**config.mk**
```make
export PLATFORM = sky130hd
export DESIGN_NAME = edm_spi_cmd_decoder
export DESIGN_NICKNAME = d
export VERILOG_FILES = /design/src/rtl/edm_pkg.sv /design/src/rtl/edm_frame_timeout.sv /design/src/rtl/edm_spi_cmd_decoder.sv
export SDC_FILE = /design/constraint.sdc
export NUM_CORES = 1
export LEC_CHECK = 0
export ABC_CLOCK_PERIOD_IN_PS = 2220
export BUFFER_PORTS_ARGS = -buffer_cell sky130_fd_sc_hd__buf_2
export CORE_AREA = 5 5 98 100
export DETAILED_ROUTE_END_ITERATION = 16
export DIE_AREA = 0 0 103 105
export GPL_ROUTABILITY_DRIVEN = 0
export PLACE_DENSITY = 0.77
export SYNTH_ARGS = -nofsm -noshare
export SYNTH_HDL_FRONTEND = slang
export SYNTH_SLANG_ARGS = --single-unit
```
**constraint.sdc**
```tcl
create_clock -name clk_in -period 2.22 [get_ports clk_in]
set_clock_uncertainty 0.15 [all_clocks]
set_input_delay 0.333 -clock clk_in [delete_from_list [all_inputs] [get_ports clk_in]]
set_output_delay 0.333 -clock clk_in [all_outputs]
set_load 0.05 [all_outputs]
```
**src/rtl/edm_pkg.sv**
```systemverilog
// Shared constants, waveform codes and FSM state type for the EDM SPI command decoder.
// Readback command prefix exists only when EDM_CMD_READBACK_EN is defined.
package edm_pkg;

  localparam logic [6:0] ADDR_TON  = 7'h11;
  localparam logic [6:0] ADDR_TOFF = 7'h1E;
  localparam logic [6:0] ADDR_WAVE = 7'h1C;
  localparam logic [6:0] ADDR_IP   = 7'h13;

  localparam logic [7:0] CMD_START = 8'h06;
  localparam logic [7:0] CMD_STOP  = 8'h07;
`ifdef EDM_CMD_READBACK_EN
  localparam logic [5:0] CMD_RB_PREFIX = 6'b010000;  // 0x40..0x43
`endif

  localparam logic [15:0] WAVE_RES_CO = 16'h8000;
  localparam logic [15:0] WAVE_ISO_1  = 16'h2001;
  localparam logic [15:0] WAVE_ISO_2  = 16'h2002;
  localparam logic [15:0] WAVE_MIX_1  = 16'h6001;
  localparam logic [15:0] WAVE_PULSE  = 16'h4001;

  typedef enum logic [1:0] {
    IDLE    = 2'd0,
    DATA_LO = 2'd1,
    DATA_HI = 2'd2
  } edm_state_e;

  function automatic logic wave_valid(input logic [15:0] v);
    return (v == WAVE_RES_CO) || (v == WAVE_ISO_1) || (v == WAVE_ISO_2) ||
           (v == WAVE_MIX_1)  || (v == WAVE_PULSE);
  endfunction

endpackage

```
**src/rtl/edm_frame_timeout.sv**
```systemverilog
// Inter-byte timeout counter: cleared by i_restart, counts while i_enable,
// o_expire_c asserts combinationally on the last allowed cycle.
module edm_frame_timeout #(
  parameter int unsigned TIMEOUT_CYCLES = 50000
) (
  input  logic clk_in,
  input  logic sys_rst,
  input  logic i_restart,
  input  logic i_enable,
  output logic o_expire_c
);

  localparam int unsigned CNT_W = $clog2(TIMEOUT_CYCLES);

  logic [CNT_W-1:0] r_cnt;

  always_ff @(posedge clk_in) begin
    if (sys_rst) begin
      r_cnt <= '0;
    end else if (i_restart) begin
      r_cnt <= '0;
    end else if (i_enable) begin
      r_cnt <= r_cnt + CNT_W'(1);
    end
  end

  assign o_expire_c = i_enable && (r_cnt == CNT_W'(TIMEOUT_CYCLES - 1));

endmodule

```
**src/rtl/edm_spi_cmd_decoder.sv**
```systemverilog
// Parses SPI bytes into 3-byte parameter writes and 1-byte control commands.
// Optional register readback over tx_byte/tx_load under EDM_CMD_READBACK_EN.
module edm_spi_cmd_decoder
  import edm_pkg::*;
#(
  parameter int unsigned TIMEOUT_CYCLES = 50000,
  parameter logic [15:0] DEF_TON        = 16'd100,
  parameter logic [15:0] DEF_TOFF       = 16'd50,
  parameter logic [15:0] DEF_WAVE       = 16'h8000,
  parameter logic [15:0] DEF_IP         = 16'd0
) (
  input  logic        clk_in,
  input  logic        sys_rst,
  input  logic [7:0]  rx_byte,
  input  logic        rx_valid,
  input  logic        cs_n_sync,
  output logic [15:0] ton_us,
  output logic [15:0] toff_us,
  output logic [15:0] waveform,
  output logic [15:0] ip_half_amp,
  output logic        param_update,
  output logic        machine_start,
  output logic        machine_stop,
  output logic        cmd_err,
`ifdef EDM_CMD_READBACK_EN
  output logic [7:0]  tx_byte,
  output logic        tx_load,
`endif
  output logic        frame_busy
);

  edm_state_e  r_state, w_state_nxt, w_cur;
  logic [6:0]  r_addr, w_addr_nxt;
  logic [7:0]  r_lo, w_lo_nxt;
  logic [15:0] r_ton, r_toff, r_wave, r_ip;
  logic [15:0] w_ton_nxt, w_toff_nxt, w_wave_nxt, w_ip_nxt, w_val;
  logic        r_upd, r_start, r_stop, r_err, r_busy;
  logic        w_upd_nxt, w_start_nxt, w_stop_nxt, w_err_nxt;
  logic        w_expire_c;
  logic        w_unused;
`ifdef EDM_CMD_READBACK_EN
  logic [7:0]  r_tx, w_tx_nxt, r_rb_hi, w_rb_hi_nxt;
  logic        r_load, w_load_nxt, r_rb_pend, w_pend_nxt;
  logic [15:0] w_sel;
`endif

  // Chip-select edges carry no framing meaning here.
  assign w_unused = cs_n_sync;

  edm_frame_timeout #(.TIMEOUT_CYCLES(TIMEOUT_CYCLES)) u_timeout (
    .clk_in     (clk_in),
    .sys_rst    (sys_rst),
    .i_restart  (rx_valid | ~r_busy | w_expire_c),
    .i_enable   (r_busy),
    .o_expire_c (w_expire_c)
  );

  always_ff @(posedge clk_in) begin
    if (sys_rst) begin
      r_state <= IDLE;
      r_addr  <= '0;
      r_lo    <= '0;
      r_ton   <= DEF_TON;
      r_toff  <= DEF_TOFF;
      r_wave  <= DEF_WAVE;
      r_ip    <= DEF_IP;
      r_upd   <= 1'b0;
      r_start <= 1'b0;
      r_stop  <= 1'b0;
      r_err   <= 1'b0;
      r_busy  <= 1'b0;
`ifdef EDM_CMD_READBACK_EN
      r_tx      <= '0;
      r_rb_hi   <= '0;
      r_load    <= 1'b0;
      r_rb_pend <= 1'b0;
`endif
    end else begin
      r_state <= w_state_nxt;
      r_addr  <= w_addr_nxt;
      r_lo    <= w_lo_nxt;
      r_ton   <= w_ton_nxt;
      r_toff  <= w_toff_nxt;
      r_wave  <= w_wave_nxt;
      r_ip    <= w_ip_nxt;
      r_upd   <= w_upd_nxt;
      r_start <= w_start_nxt;
      r_stop  <= w_stop_nxt;
      r_err   <= w_err_nxt;
      r_busy  <= (w_state_nxt != IDLE);
`ifdef EDM_CMD_READBACK_EN
      r_tx      <= w_tx_nxt;
      r_rb_hi   <= w_rb_hi_nxt;
      r_load    <= w_load_nxt;
      r_rb_pend <= w_pend_nxt;
`endif
    end
  end

  always_comb begin
    w_state_nxt = r_state;
    w_addr_nxt  = r_addr;
    w_lo_nxt    = r_lo;
    w_ton_nxt   = r_ton;
    w_toff_nxt  = r_toff;
    w_wave_nxt  = r_wave;
    w_ip_nxt    = r_ip;
    w_upd_nxt   = 1'b0;
    w_start_nxt = 1'b0;
    w_stop_nxt  = 1'b0;
    w_err_nxt   = 1'b0;
    w_val       = {rx_byte, r_lo};
    w_cur       = r_state;
`ifdef EDM_CMD_READBACK_EN
    w_tx_nxt    = r_tx;
    w_rb_hi_nxt = r_rb_hi;
    w_load_nxt  = 1'b0;
    w_pend_nxt  = r_rb_pend;
    w_sel       = '0;
`endif

    // A timeout abandons the frame; a byte in the same cycle is decoded from IDLE.
    if (w_expire_c) begin
      w_cur       = IDLE;
      w_state_nxt = IDLE;
      w_err_nxt   = 1'b1;
    end

    if (rx_valid) begin
      case (w_cur)
        IDLE: begin
`ifdef EDM_CMD_READBACK_EN
          if (r_rb_pend) begin
            w_tx_nxt   = r_rb_hi;
            w_load_nxt = 1'b1;
            w_pend_nxt = 1'b0;
          end else
`endif
          if (rx_byte[7]) begin
            w_addr_nxt  = rx_byte[6:0];
            w_state_nxt = DATA_LO;
          end
`ifdef EDM_CMD_READBACK_EN
          else if (rx_byte[7:2] == CMD_RB_PREFIX) begin
            case (rx_byte[1:0])
              2'd0:    w_sel = r_ton;
              2'd1:    w_sel = r_toff;
              2'd2:    w_sel = r_wave;
              default: w_sel = r_ip;
            endcase
            w_tx_nxt    = w_sel[7:0];
            w_rb_hi_nxt = w_sel[15:8];
            w_load_nxt  = 1'b1;
            w_pend_nxt  = 1'b1;
          end
`endif
          else if (rx_byte == CMD_START) w_start_nxt = 1'b1;
          else if (rx_byte == CMD_STOP)  w_stop_nxt  = 1'b1;
          else                           w_err_nxt   = 1'b1;
        end
        DATA_LO: begin
          w_lo_nxt    = rx_byte;
          w_state_nxt = DATA_HI;
        end
        DATA_HI: begin
          w_state_nxt = IDLE;
          case (r_addr)
            ADDR_TON: begin
              if (w_val != 16'd0) begin w_ton_nxt = w_val; w_upd_nxt = 1'b1; end
              else w_err_nxt = 1'b1;
            end
            ADDR_TOFF: begin
              if (w_val != 16'd0) begin w_toff_nxt = w_val; w_upd_nxt = 1'b1; end
              else w_err_nxt = 1'b1;
            end
            ADDR_WAVE: begin
              if (wave_valid(w_val)) begin w_wave_nxt = w_val; w_upd_nxt = 1'b1; end
              else w_err_nxt = 1'b1;
            end
            ADDR_IP: begin
              w_ip_nxt  = w_val;
              w_upd_nxt = 1'b1;
            end
            default: w_err_nxt = 1'b1;
          endcase
        end
        default: w_state_nxt = IDLE;
      endcase
    end
  end

  assign ton_us        = r_ton;
  assign toff_us       = r_toff;
  assign waveform      = r_wave;
  assign ip_half_amp   = r_ip;
  assign param_update  = r_upd;
  assign machine_start = r_start;
  assign machine_stop  = r_stop;
  assign cmd_err       = r_err;
  assign frame_busy    = r_busy;
`ifdef EDM_CMD_READBACK_EN
  assign tx_byte       = r_tx;
  assign tx_load       = r_load;
`endif

endmodule

```
==> qor.yml <==
sta:
  rsz0062_at_grt: "false"
  fin_crit_ps: 2060
  hold_viol: 0
  worst_hold_slack_ps: 137
  fin_crit_sh: 0.929
  drv_slew: 0
  tightest_slew_ps: 638
  clock.fmax_ghz: 0.485
  finalSetupViolCount: 0
  relSlewSlack: 0.571
power_and_ir_drop:
  peakVddDrop_mv: 0.367
  power_frac_clock: 0.399
  power.total_mw: 3.36
  power_switching_mw: 0.789
  netSwitchingFraction: 0.235
  internal-power_mw: 2.57
  p_comb_frac: 0.048
  seqPwrFrac: 0.552
  p_per_area_nw_per_um2: 667
  p_leak_nw: 2.21
place:
  io_buffer_count: 79
  dp_cells: 615
  dp_hpwl_microns: 6860
  placed_cell_area_sq_um: 4780
layout:
  fin_area_sq_um: 5040
  stdcell_count: 631
  areaGrowthSynthToFinish_pct: 21.3
  nets: 531
  layout-drive-gt1-share: 0.243
  diodes: 0
  final_core_util: 0.587
setup_path:
  r2r_start: "u_timeout.r_cnt[0]$_SDFFE_PP0P_"
  arrival_ps: 2170
  critPathKind: "reg2reg"
  worstPathMaxFanout: 14
  worstPathRequired_ps: 2330
  startpoint_type: "flip-flop"
  end_kind: "flip-flop"
  regToRegSetupSlack_ps: 160
  startpoint: "u_timeout.r_cnt[0]$_SDFFE_PP0P_"
route:
  routedWlPerCell_microns: 14.9
  finalWirelength_microns: 9420
  postRouteAntennaNets: 0
  vias_per_cell: 5.27
  post-route-drc-count: 0
  drtIter0Drc: 148
  routed-via-count: 3325
  first_pass_iters: 5
clocking:
  cts_root_buf: "clkbuf_8"
  cts_hold_buf: 0
  clk_pin_slew_ps: 100
  clockBufferDepth: 2
  cts_htree_levels: 3
  numCtsBuffers: 9
  cts_setup_buffers: 0
  cts_sinks: 102
  cts_tree: "done"
  clk-insertion-delay-late_ps: 370
run:
  maxCapViolCount: 0
synth:
  synthFlopType: "dfxtp_1"
  seq_area_frac_synth: 0.491
  synth-async-reset-ratio: 0
  ys_ff_latch: 102
  postSynthCellCount: 430
  syn_area_sq_um: 4160
  synth_nets: 443
  yosys_warnings: 0
  syn_avg_cell_area_sq_um: 9.67
  ys_types: 44
  synth-edff-count: 0
global_routing:
  grt_max_degree: 51
  antenna_found_initial: 0
  overflow: 0
  grt_usage: 0.180
  grt_pass1_wl_microns: 15800
  grt_pass1_vias: 3301
run_status:
  outcome: "finished, final reports clean"
worst_hold_path:
  min_from: "rx_byte[4]"
  hp-class: "in2reg"
floorplanning:
  placementRows: 34
  die_x_microns: 103
  die_area_sq_um: 10800
  ios: 81
  die-height_microns: 105
  start_util: 0.484
  coreArea_sq_um: 8590
-- per-stage QoR --
step	TNS [ps]	setup WS, ps
3_5_place_dp	-703	-67.9
4_1_cts	0	17.8
5_1_grt	0	34.9
2_1_floorplan	0	144
3_3_place_gp	0	50.7
6_report	0	157
-- per-layer routing --
| metal | routed length, microns | GRT usage | up-vias |
|---|---|---|---|
| met5 | 0 | 0 | - |
| met1 | 4080 | 0.229 | 1552 |
| li1 | - | - | 1646 |
| met3 | 623 | 0.0340 | 19 |
| met2 | 4510 | 0.299 | 108 |
| met4 | 201 | 0.0666 | 0 |
-- path summary, 6_finish.rpt --
| path | end | depth (start not counted) |
|---|---|---|
| min reg2reg | u_timeout.r_cnt[0]$_SDFFE_PP0P_ | 1 |
| max | toff_us[14]$_SDFFE_PP0P_ | 7 |
| max reg2reg | toff_us[14]$_SDFFE_PP0P_ | 7 |
| min | r_lo[4]$_SDFFE_PP0P_ | 3 |
-- Yosys cell counts, types with 5 or more instances --
library cell  count  area, sq um
dfxtp_1         102         2040
nand2b_1         48          300
mux2i_1          45          450
nor2_1           44          165
o21ai_0          29          145
nand2_1          18         67.6
nand3b_1         17          128
and2_1           14         87.6
a21oi_1          13         65.1
clkbuf_1         13         48.8
nand3_1           8         40.0
xor2_1            7         61.3
inv_1             6         22.5
nor4_1            6         37.5
xnor2_1           6         52.6
buf_2             5         25.0
-- state kept, by name (all words and copies together), names as in the netlist, 2 cells and up --
signal           flops
ip_half_amp         16
toff_us             16
ton_us              16
u_timeout.r_cnt     16
waveform            16
r_lo                 8
r_addr               7
r_state              2
-- power by group through the flow --
stage | Sequential [mW] | Combinational (mW) | Clock, mW
3_3_place_gp | 1.90 | 0.157 | 0
5_1_grt | 1.86 | 0.178 | 1.45
4_1_cts | 1.86 | 0.161 | 1.37
3_5_place_dp | 1.90 | 0.160 | 0
6_report | 1.86 | 0.162 | 1.34
2_1_floorplan | 1.90 | 0.0975 | 0
-- layout by cell type, fill, tap and decap left out, drive strengths merged, types with 7 or more instances in the layout --
master and instances:
inv 10, dfxtp 102, xor2 7, nand3b 17, clkbuf 9, and2 14
nand2 18, nor2 44, buf 101, mux2i 45, a21oi 13, nand3 9
o21ai 29, nand2b 48
-- layout make-up --
cell class | instances | area (sq um)
sequential | 102 | 2040
timing repair buffer | 101 | 611
multi-input combinational | 298 | 2000
tap | 108 | 135
fill | 727 | 3550
clock buffer | 9 | 124
clock inverter | 7 | 111
inverter | 6 | 22.5
-- worst max-delay path, cell delays in order, from the launching register on --
cell     delay (ps)
dfxtp_1         340
ha_1            210
and4_1          250
nand4_4         120
nand3_2         150
or3_1           440
buf_12          180
mux2i_1         120
-- cells by family after synthesis --
family                     count (synthesis)  synth area share
xor gates and xnor gates                  13            0.0274
adders and majority gates                  1           0.00301
buffers and inverters                     30            0.0361
DFF                                      102             0.491
AOI/OAI and AO/OA                         52            0.0707
muxes                                     45             0.108
and+or+nand+nor                          187             0.263
-- timing repair --
| item | CTS | global route |
|---|---|---|
| gates cloned | 0 | 0 |
| gates resized for setup | 1 | 3 |
| setup endpoints to repair | 11 | 25 |
(Power assumes the default switching activity.)
